[src/rtl/datapath_pipe.sv]
// Three-stage (READ -> EXEC -> WB) datapath: register file, operand latches, barrel shifter,
// ALU, result register C and NZCV flags, with full forwarding, stall and an external write port.
module datapath_pipe #(
  parameter int DATA_W = 32,
  parameter int NREGS  = 16,
  parameter int AW     = $clog2(NREGS),
  parameter int SHW    = $clog2(DATA_W)
) (
  input  logic              clk,
  input  logic              rst_n,
  input  logic              issue_valid,
  input  logic [AW-1:0]     a_addr,
  input  logic [AW-1:0]     b_addr,
  input  logic [AW-1:0]     s_addr,
  input  logic              sel_a,
  input  logic              sel_b,
  input  logic              sel_shift,
  input  logic [1:0]        shift_op,
  input  logic [SHW-1:0]    shift_imme,
  input  logic [DATA_W-1:0] imme_data,
  input  logic [2:0]        alu_op,
  input  logic              en_status,
  input  logic              w_en,
  input  logic [AW-1:0]     w_addr,
  input  logic              stall,
  input  logic              ext_w_en,
  input  logic [AW-1:0]     ext_w_addr,
  input  logic [DATA_W-1:0] ext_w_data,
  output logic [DATA_W-1:0] datapath_out,
  output logic              out_valid,
  output logic [DATA_W-1:0] status_out
);

  localparam int MSB   = DATA_W - 1;
  localparam int AMT_W = (SHW + 1 > 8) ? SHW + 1 : 8;
  localparam logic [AMT_W-1:0] DW_AMT = AMT_W'(DATA_W);

  typedef enum logic [1:0] {SH_LSL, SH_LSR, SH_ASR, SH_ROR} shift_op_e;
  typedef enum logic [2:0] {
    ALU_ADD, ALU_SUB, ALU_AND, ALU_ORR, ALU_EOR, ALU_MOV, ALU_MVN, ALU_RSB
  } alu_op_e;

  logic [DATA_W-1:0] rf_q [NREGS];

  // READ/EXEC boundary
  logic              ex_valid_q;
  logic [DATA_W-1:0] a_q, b_q, imme_q;
  logic [7:0]        s_q;
  logic              sel_b_q, sel_shift_q, en_status_q, w_en_q;
  shift_op_e         shift_op_q;
  logic [SHW-1:0]    shift_imme_q;
  alu_op_e           alu_op_q;
  logic [AW-1:0]     w_addr_q;

  // EXEC/WB boundary
  logic              wb_valid_q;
  logic [AW-1:0]     wb_addr_q;
  logic [DATA_W-1:0] c_q, c_d;
  logic              out_valid_q;
  logic [3:0]        nzcv_q, nzcv_d;

  // ---------------- READ: operand selection with forwarding ----------------
  function automatic logic [DATA_W-1:0] pick_operand(
    input logic [AW-1:0] addr,
    input logic ex_en, input logic [AW-1:0] ex_addr, input logic [DATA_W-1:0] ex_val,
    input logic wb_en, input logic [AW-1:0] wb_addr, input logic [DATA_W-1:0] wb_val,
    input logic xt_en, input logic [AW-1:0] xt_addr, input logic [DATA_W-1:0] xt_val,
    input logic [DATA_W-1:0] rf_val
  );
    if (ex_en && addr == ex_addr) return ex_val;
    if (wb_en && addr == wb_addr) return wb_val;
    if (xt_en && addr == xt_addr) return xt_val;
    return rf_val;
  endfunction

  logic              ex_fwd_en;
  logic [DATA_W-1:0] fwd_a, fwd_b, fwd_s;

  assign ex_fwd_en = ex_valid_q && w_en_q;
  assign fwd_a = pick_operand(a_addr, ex_fwd_en, w_addr_q, c_d, wb_valid_q, wb_addr_q, c_q,
                              ext_w_en, ext_w_addr, ext_w_data, rf_q[a_addr]);
  assign fwd_b = pick_operand(b_addr, ex_fwd_en, w_addr_q, c_d, wb_valid_q, wb_addr_q, c_q,
                              ext_w_en, ext_w_addr, ext_w_data, rf_q[b_addr]);
  assign fwd_s = pick_operand(s_addr, ex_fwd_en, w_addr_q, c_d, wb_valid_q, wb_addr_q, c_q,
                              ext_w_en, ext_w_addr, ext_w_data, rf_q[s_addr]);

  // ---------------- EXEC: barrel shifter ----------------
  logic [AMT_W-1:0]  amt;
  logic [SHW-1:0]    rot;
  logic [SHW:0]      rot_inv;
  logic [DATA_W-1:0] shifted, b_op;

  assign amt     = sel_shift_q ? AMT_W'(s_q) : AMT_W'(shift_imme_q);
  assign rot     = amt[SHW-1:0];
  assign rot_inv = (SHW + 1)'(DATA_W) - {1'b0, rot};

  always_comb begin
    shifted = b_q;
    case (shift_op_q)
      SH_LSL: shifted = (amt >= DW_AMT) ? '0 : (b_q << amt);
      SH_LSR: shifted = (amt >= DW_AMT) ? '0 : (b_q >> amt);
      SH_ASR: shifted = (amt >= DW_AMT) ? {DATA_W{b_q[MSB]}} : DATA_W'($signed(b_q) >>> amt);
      // rot_inv == DATA_W when rot == 0, so the left half shifts out to zero.
      SH_ROR: shifted = (b_q >> rot) | (b_q << rot_inv);
      default: shifted = b_q;
    endcase
  end

  assign b_op = sel_b_q ? imme_q : shifted;

  // ---------------- EXEC: ALU and flags ----------------
  logic              arith, cin, ovf;
  logic [DATA_W-1:0] x, y;
  logic [DATA_W:0]   sum;

  // NOTE: every always_comb output gets a default first, so no path can leave it unassigned
  // and infer a latch.
  always_comb begin
    arith = 1'b0;
    x     = a_q;
    y     = b_op;
    cin   = 1'b0;
    case (alu_op_q)
      ALU_ADD: arith = 1'b1;
      ALU_SUB: begin arith = 1'b1; y = ~b_op; cin = 1'b1; end
      ALU_RSB: begin arith = 1'b1; x = b_op; y = ~a_q; cin = 1'b1; end
      default: ;
    endcase
  end

  assign sum = {1'b0, x} + {1'b0, y} + {{DATA_W{1'b0}}, cin};
  assign ovf = (x[MSB] == y[MSB]) && (sum[MSB] != x[MSB]);

  always_comb begin
    c_d = sum[DATA_W-1:0];
    case (alu_op_q)
      ALU_AND: c_d = a_q & b_op;
      ALU_ORR: c_d = a_q | b_op;
      ALU_EOR: c_d = a_q ^ b_op;
      ALU_MOV: c_d = b_op;
      ALU_MVN: c_d = ~b_op;
      default: ;
    endcase
  end

  assign nzcv_d = {c_d[MSB], (c_d == '0),
                   arith ? sum[DATA_W] : nzcv_q[1],
                   arith ? ovf         : nzcv_q[0]};

  // ---------------- pipeline registers ----------------
  // NOTE: sequential state uses non-blocking assignments only, so every register samples
  // the pre-edge values regardless of statement order.
  always_ff @(posedge clk) begin
    if (!rst_n) begin
      ex_valid_q   <= 1'b0;
      a_q          <= '0;
      b_q          <= '0;
      s_q          <= '0;
      imme_q       <= '0;
      sel_b_q      <= 1'b0;
      sel_shift_q  <= 1'b0;
      shift_op_q   <= SH_LSL;
      shift_imme_q <= '0;
      alu_op_q     <= ALU_ADD;
      en_status_q  <= 1'b0;
      w_en_q       <= 1'b0;
      w_addr_q     <= '0;
      wb_valid_q   <= 1'b0;
      wb_addr_q    <= '0;
      c_q          <= '0;
      out_valid_q  <= 1'b0;
      nzcv_q       <= '0;
    end else if (stall) begin
      out_valid_q <= 1'b0;
    end else begin
      ex_valid_q <= issue_valid;
      if (issue_valid) begin
        a_q          <= sel_a ? '0 : fwd_a;
        b_q          <= fwd_b;
        s_q          <= fwd_s[7:0];
        imme_q       <= imme_data;
        sel_b_q      <= sel_b;
        sel_shift_q  <= sel_shift;
        shift_op_q   <= shift_op_e'(shift_op);
        shift_imme_q <= shift_imme;
        alu_op_q     <= alu_op_e'(alu_op);
        en_status_q  <= en_status;
        w_en_q       <= w_en;
        w_addr_q     <= w_addr;
      end
      out_valid_q <= ex_valid_q;
      wb_valid_q  <= ex_valid_q && w_en_q;
      if (ex_valid_q) begin
        c_q       <= c_d;
        wb_addr_q <= w_addr_q;
        if (en_status_q) nzcv_q <= nzcv_d;
      end
    end
  end

  // ---------------- register file ----------------
  // NOTE: the register file is explicitly cleared on reset because software relies on
  // every entry reading 0 afterwards; the WB write is placed last so it wins an address clash.
  always_ff @(posedge clk) begin
    if (!rst_n) begin
      for (int i = 0; i < NREGS; i++) rf_q[i] <= '0;
    end else begin
      if (ext_w_en) rf_q[ext_w_addr] <= ext_w_data;
      if (!stall && wb_valid_q) rf_q[wb_addr_q] <= c_q;
    end
  end

  assign datapath_out = c_q;
  assign out_valid    = out_valid_q && !stall;
  assign status_out   = {nzcv_q, {(DATA_W-4){1'b0}}};

endmodule

[config.mk]
export PLATFORM = sky130hd
export DESIGN_NAME = datapath_pipe
export DESIGN_NICKNAME = d
export VERILOG_FILES = /design/src/rtl/datapath_pipe.sv
export SDC_FILE = /design/constraint.sdc
export NUM_CORES = 2
export LEC_CHECK = 0
export ABC_AREA = 0
export BUFFER_PORTS_ARGS = -buffer_cell sky130_fd_sc_hd__buf_4
export CORE_UTILIZATION = 55
export CTS_CLUSTER_SIZE = 12
export DETAILED_ROUTE_END_ITERATION = 12
export PLACE_DENSITY = 0.75
export SYNTH_ARGS = -nofsm -noshare
export SYNTH_HDL_FRONTEND = slang
export SYNTH_SLANG_ARGS = --single-unit
[constraint.sdc]
create_clock -name clk -period 7.3 [get_ports clk]
set_input_delay 0.73 -clock clk [delete_from_list [all_inputs] [get_ports clk]]
set_output_delay 0.73 -clock clk [all_outputs]
set_load 0.01 [all_outputs]
After elaboration in Yosys (flattened, before gate mapping)
Memories as Yosys holds them, arrays and structs flattened.
Index checks and enable logic that the tools add are counted.
- $add $sub $neg: 3
- order comparisons: 1
- eq/ne operators: 21
- shifts and indexed selects: 5
- muxes and demuxes: 61
- bitwise gates (word level): 8
- reductions and logical operators: 26
- operators by type and width (kind ; number):
    2-to-1 mux 32 bit ; 20
    case mux 32 bit (5 select lines) ; 1
    case mux 32 bit (4 select lines) ; 1
    inverter 32 bit ; 2
    OR 32 bit ; 2
    case mux 32 bit (2 select lines) ; 1
    OR reduction 32 bit ; 2
    2-to-1 mux 8 bit ; 7
    equality test 4 bit ; 9
    adder 32 x 32 -> 33 bit ; 1
    adder 33 x 1 -> 33 bit ; 1
    AND 32 bit ; 1
    logical NOT 32 bit ; 1
    << shifter 32 x 6 -> 32 bit ; 1
    << shifter 32 x 8 -> 32 bit ; 1
    >> shifter 32 x 5 -> 32 bit ; 1
    >> shifter 32 x 8 -> 32 bit ; 1
    >>> shifter 32 x 8 -> 32 bit ; 1
    XOR 32 bit ; 1
    2-to-1 mux 1 bit ; 29
    logical AND 1 bit ; 13
    equality test 3 bit, second input constant ; 4
    >= comparator 8 x 6 -> 1 bit, second input constant ; 1
    2-to-1 mux 4 bit ; 2
    other kinds (16) ; 21
- flip-flop bits (word level): 165
- RAM bits: 512
- logic and storage cells: 145
- memories: 1
- memory list (memory ; words ; bits a word ; read ports ; clocked after Yosys merged registers in ; write ports ; line ; source):
    rf_q ; 16 ; 32 ; 3 ; 0 ; 16 ; 43 ; logic [DATA_W-1:0] rf_q [NREGS];

Longest topological paths before layout
- word-level depth: 18
- mapped depth: 34
- depth with buffers taken out: 27

Worst setup path before layout
OpenSTA, ideal clock, no wires.
- path type: register to register
- from: register sel_shift_q
- to: register nzcv_q[2]
- setup time: 59 ps
- arrival: 6781 ps
- data required time: 7241 ps
- setup slack: 460 ps
- cell stages (with the launch flop): 33
- buffers on the path: 7
- period minus slack after synthesis: 6840 ps
- cell sequence: dfxtp_1 > buf_6 > mux2_4 > inv_2 > buf_4 > buf_4 > buf_4 > ha_1 > inv_1 > buf_2 > clkbuf_1 > clkbuf_1 > o211ai_1 > nor2_1 > nor3_1 > a32oi_1 > inv_1 > a21oi_1 > fa_1 > inv_1 > fa_1 > a211oi_1 > o21ai_0 > nand2_1 > nand2_1 > a221o_1 > a31oi_1 > mux2i_1 > a2111oi_4 > o211ai_1 > nor4_1 > nand4_1 > nand2_1
- longest elaborated chain between the ends: 12
- elaborated cells between the ends (all ways): 24
- RTL lines (element ; line ; source):
    start, declared ; 49 ; logic sel_b_q, sel_shift_q, en_status_q, w_en_q;
    start signal, assigned ; 183 ; sel_shift_q <= sel_shift;
    2-to-1 mux 8 bit * ; 93 ; assign amt = sel_shift_q ? AMT_W'(s_q) : AMT_W'(shift_imme_q);
    subtractor 6 x 5 -> 6 bit ; 95 ; assign rot_inv = (SHW + 1)'(DATA_W) - {1'b0, rot};
    << shifter 32 x 6 -> 32 bit ; 104 ; SH_ROR: shifted = (b_q >> rot) | (b_q << rot_inv);
    OR 32 bit ; 104 ;
    case mux 32 bit (4 select lines) * ; 99 ; case (shift_op_q)
    2-to-1 mux 32 bit * ; 109 ; assign b_op = sel_b_q ? imme_q : shifted;
    inverter 32 bit ; 125, 141 ;
    case mux 32 bit (2 select lines) ; 123 ; case (alu_op_q)
    adder 32 x 32 -> 33 bit ; 131 ; assign sum = {1'b0, x} + {1'b0, y} + {{DATA_W{1'b0}}, cin};
    adder 33 x 1 -> 33 bit ; 131 ;
    case mux 32 bit (5 select lines) * ; 136 ; case (alu_op_q)
    logical NOT 32 bit * ; 146 ; assign nzcv_d = {c_d[MSB], (c_d == '0),
    end signal, assigned ; 196 ; if (en_status_q) nzcv_q <= nzcv_d;
    end, declared ; 60 ; logic [3:0] nzcv_q, nzcv_d;
Every way passes the cells marked *; elsewhere a longest branch is shown, timed or not.
A chain may end at the register's enable or synchronous reset.

Worst setup path after layout
- from: register s_q[3]
- to: register nzcv_q[2]
- longest elaborated chain between the ends: 12
- elaborated cells between the ends (all ways): 24
- RTL lines (element ; line ; source):
    start, declared ; 48 ; logic [7:0] s_q;
    start signal, assigned ; 180 ; s_q <= fwd_s[7:0];
    2-to-1 mux 8 bit * ; 93 ;
    subtractor 6 x 5 -> 6 bit ; 95 ;
    << shifter 32 x 6 -> 32 bit ; 104 ;
    OR 32 bit ; 104 ;
    case mux 32 bit (4 select lines) * ; 99 ;
    2-to-1 mux 32 bit * ; 109 ;
    inverter 32 bit ; 125, 141 ;
    case mux 32 bit (2 select lines) ; 123 ;
    adder 32 x 32 -> 33 bit ; 131 ;
    adder 33 x 1 -> 33 bit ; 131 ;
    case mux 32 bit (5 select lines) * ; 136 ;
    logical NOT 32 bit * ; 146 ;
Marked as above.

==> flow_results.org <==
** Critical path
- The number of buffers and inverters on the critical path is 4.
- The largest single stage delay on the critical path is 0.75 ns.
- Broken down by cell family, the worst path's largest delay share belongs to compound AO/OA/AOI/OAI gates.
- Worst-path fanout max :: 15
- The slowest stage of the critical path belongs to the cell sky130_fd_sc_hd__mux2_2.
- The critical path is of the flip-flop to flip-flop type.
- Crit path required time :: 7.92 ns
- Launch instance of the worst register-to-register path :: s_q[3]
- CP arrival :: 7.69 ns
- By instance count, the cell type seen most on the critical path is sky130_fd_sc_hd__buf_4.
- Critical path startpoint category :: flip-flop
- The most critical setup path has its startpoint at s_q[3].
- Capturing element type of the critical path :: flip-flop

** Cells and area
- Leaving out fill and tap cells, the most frequent cell in the layout is sky130_fd_sc_hd__nand2_1.
- Relative to the synthesized area, the layout overhead comes to 10.6%.
- At the end of the flow, the number of nets in the layout was 5459.
- For this run, the share of the core covered by cells in the final layout is 61.2%.
- Fill cells in the final layout number 7732.
- Share of layout cells above drive strength 1 :: 21.7%
- Post-route standard cell area excluding fillers :: 58100 um^2
- Area of all sequential standard cells :: 18700 um^2
- Commonest cells after routing, fill and taps aside :: 948 x sky130_fd_sc_hd__nand2_1, 512 x sky130_fd_sc_hd__edfxtp_1, 451 x sky130_fd_sc_hd__buf_4
- Area occupied by multi-input gates :: 31300 um^2

** Yosys
- Sequential cells were found to cover 35.5% of the synthesized design area.
- Of the post-synthesis cell area, the part taken by muxes is 23.4%.
- By area, the combinational part of the netlist is dominated by multiplexers.
- Compound-gate portion of the synthesized area :: 17.9%
- Xor and xnor area share after synthesis :: 0.964%
- After synthesis the netlist holds a flip-flop and latch count of 677.
- The cell count after synthesis came out at 5330.
- In this run, synthesis inferred 512 flip-flops with an integrated enable.
- Syn Std Cell Area :: 52600 um^2
- Post-Synth Adder-Cell Area :: 2.36%
- Area share of and/or/nand/nor cells after synthesis :: 14.1%
- Synth async-reset ratio :: 0%
- During synthesis, Yosys emitted a total of 0 warnings.
- Number of distinct library cells after synthesis :: 114
- Most used flip-flop cell after synthesis :: sky130_fd_sc_hd__edfxtp_1
- A synthesized cell averages 9.86 um^2.

** Timing
- Worst Max-Slew Pin Slew :: 1.45 ns
- The smallest clock period supported by the final layout is computed as 7.07 ns.
- In the finished design, the share of the clock period the worst path needs comes to 96.8%.
- Summed over all failing endpoints, the final setup total negative slack is 0 ns.
- The final-report max-slew violation count was 0.
- Setup repair after global routing left no endpoint under its margin.
- For this run, the top clock speed supported by timing is 142 MHz.
- The worst pin sits at a relative slew slack of 2.94%.
- The final number of hold-violating endpoints is 0.
- Endpoints failing setup :: 0
- Between clock sinks in the finished design, the worst skew comes to 0.0583 ns.

** Routing
- After detailed routing, the average wire length per cell comes to 37.1 um.
- Remaining design rule violation count :: 0
- Before antenna repair, the detailed router went through 9 iterations.
- Via count :: 50.1k
- Initial DRC count :: 9113
- For this block, the routed nets add up to 245000 um of wire.
- Routed Antenna Nets :: 0
- Dividing the detail-routed via count by the number of cells gives 7.60.

** Place
- The congestion estimate from routability-driven global placement came to 1.12.
- Quantity of I/O buffers inserted on ports :: 140
- Summing all placed instances gives a cell area of 55400 um^2.
- After legalization and detailed placement, the total HPWL measured 165000 um.

** Global routing
- Global-route wire length before repair :: 344000 um
- Across every metal layer, demand over resource in global routing totals 49.6%.
- Number of antenna violations at the first check in global routing :: 16
- Entering global routing, the biggest net connects 96 pins.
- Vias in the first global route :: 47.7k
- Global route overflow :: 0

** Power and ir drop
- Of the total power, the share spent switching nets is 33.9%.
- The internal portion of the total power is 0.00780 W.
- Combinational share of power :: 27.5%
- Worst supply voltage drop on vdd :: 0.258 mV
- In this run the power spent charging and discharging nets is 0.00400 W.
- Part of the power in registers :: 39.0%
- Portion of total power attributed to the clock network :: 33.5%
- Power spread over the standard cell area amounts to 203 nW/um^2.
- Pleak :: 21.2 nW

** Clock tree
- After clock tree synthesis, the clock-pin slew on the worst setup and hold paths is 0.06 ns.
- Maximum clock path buffer count :: 3
- Clock buffers created by TritonCTS :: 79
- Root buffer selected by CTS :: sky130_fd_sc_hd__clkbuf_16
- For this design, the sink count on the clock tree is 677.
- Clock H-tree levels :: 3
- TritonCTS built the clock tree.
- For the worst-skew pair, the clock arrives at the later sink with an insertion delay of 0.70 ns.
- Hold repair after CTS inserted 0 buffers.

** Worst hold path
- In this run the worst hold path is classified as primary input to flip-flop.
- Hold Startpoint :: shift_imme[3]

** Floorplanning
- Floorplan row count :: 113
- Initial Util :: 55.4%
- The die covers 96800 um^2.
- The die is 311 um wide.
- Total core area :: 94900 um^2
- 169 I/O pins were placed.
- Y dimension of the die :: 311 um

** Flow run
- Max Cap Violations :: 0

** Run status
- The flow ran to the end, and the final reports show no timing, DRC or antenna violations.
-- power groups by stage --
stage,clock network (W),registers [W],logic (W)
final,0.00396,0.00460,0.00324
after global routing,0.00408,0.00461,0.00332
after CTS,0.00394,0.00458,0.00308
after detailed placement,0,0.00466,0.00307
after global placement,0,0.00464,0.00306
after floorplan,0,0.00451,0.00193
-- stage by stage --
| stage | cells | setup slack (ns) | hold slack (ns) | total power (W) |
|---|---|---|---|---|
| after floorplan | 5357 | 0.460 | 0.431 | 0.00644 |
| after global placement | 6432 | -0.0131 | 0.441 | 0.00770 |
| after detailed placement | 6432 | 0.0208 | 0.445 | 0.00773 |
| after CTS | 6576 | 0.0664 | 0.290 | 0.0116 |
| after global routing | 6590 | 0.0129 | 0.312 | 0.0120 |
| final | 6595 | 0.235 | 0.298 | 0.0118 |
-- final cells by class --
cell class                      instances  share of cell area [%]
Clock buffer                          105                    3.70
Tap cell                             1265                    2.72
Multi-Input combinational cell       3938                    53.9
Antenna cell                           10                  0.0431
Clock inverter                         39                   0.646
Timing Repair Buffer                  465                    6.20
Inverter                               96                   0.631
Sequential cell                       677                    32.2
-- logic make-up after synthesis --
kind of cell | Yosys count
AOI/OAI and AO/OA | 1349
xor gates and xnor gates | 57
adders and majority gates | 98
buffers and inverters | 743
DFF | 677
muxes | 681
other | 1
and+or+nand+nor | 1724
-- path summary, 6_finish.rpt --
check                                        to  slack [ns]  cells after the start
worst max-delay path                  nzcv_q[2]        0.23                     25
worst min-delay path            shift_imme_q[3]        0.30                      3
worst min register to register       imme_q[21]        0.46                      2
worst max register to register        nzcv_q[2]        0.23                     25
-- registers in the layout (all words and copies together), names as in the netlist, 2 cells and up --
signal and flops:
rf_q 512, datapath_out 32, nzcv_q 4, shift_op_q 2, imme_q 32, s_q 8
w_addr_q 4, shift_imme_q 5, alu_op_q 3, wb_addr_q 4, b_q 32, a_q 32
-- what timing repair did --
| action | in CTS | in global routing |
|---|---|---|
| buffers inserted | 0 | 8 |
| gates cloned | 0 | 1 |
| setup endpoints to repair | 1 | 45 |
| pin swaps | 0 | 1 |
| gates resized for setup | 1 | 13 |
-- cell usage after synthesis (all sizes together), types with 14 or more instances --
cell type	n	area, um^2
o21ai	342	1730
nor2	307	1150
nand2	949	3560
nor4	16	113
mux2	25	289
mux4	430	9680
nand3	219	1100
nor3	75	385
xor2	32	280
a31oi	21	150
buf	181	957
nand4	22	138
a211oi	75	578
o21a	17	128
edfxtp	512	15400
a21o	21	159
nand2b	22	138
clkbuf	466	1750
and2	14	87.6
mux2i	226	2300
a22oi	37	278
dfxtp	165	3300
o211ai	88	666
ha	96	1200
or3	20	125
a22o	263	2300
nor2b	18	113
inv	94	353
a221oi	32	299
o22ai	36	225
and3	19	119
xnor2	25	226
a21oi	242	1230
-- tightest hold or removal path, stage by stage --
cell and delay [ns]:
sky130_fd_sc_hd__buf_4 0.11, sky130_fd_sc_hd__nand2_1 0.06, sky130_fd_sc_hd__a21oi_1 0.05
-- routing by layer --
| metal | routed length (um) | share of wire, % | vias up | track usage (%) |
|---|---|---|---|---|
| met5 | 126 | 0.051 | - | 0.198 |
| met4 | 25300 | 10 | 12 | 39.7 |
| met3 | 37800 | 15 | 1310 | 17.3 |
| met2 | 102000 | 41 | 4750 | 71.4 |
| met1 | 80200 | 33 | 23946 | 60.5 |
| li1 | - | - | 20087 | - |
No activity file was read; power rests on OpenSTA's default activity.
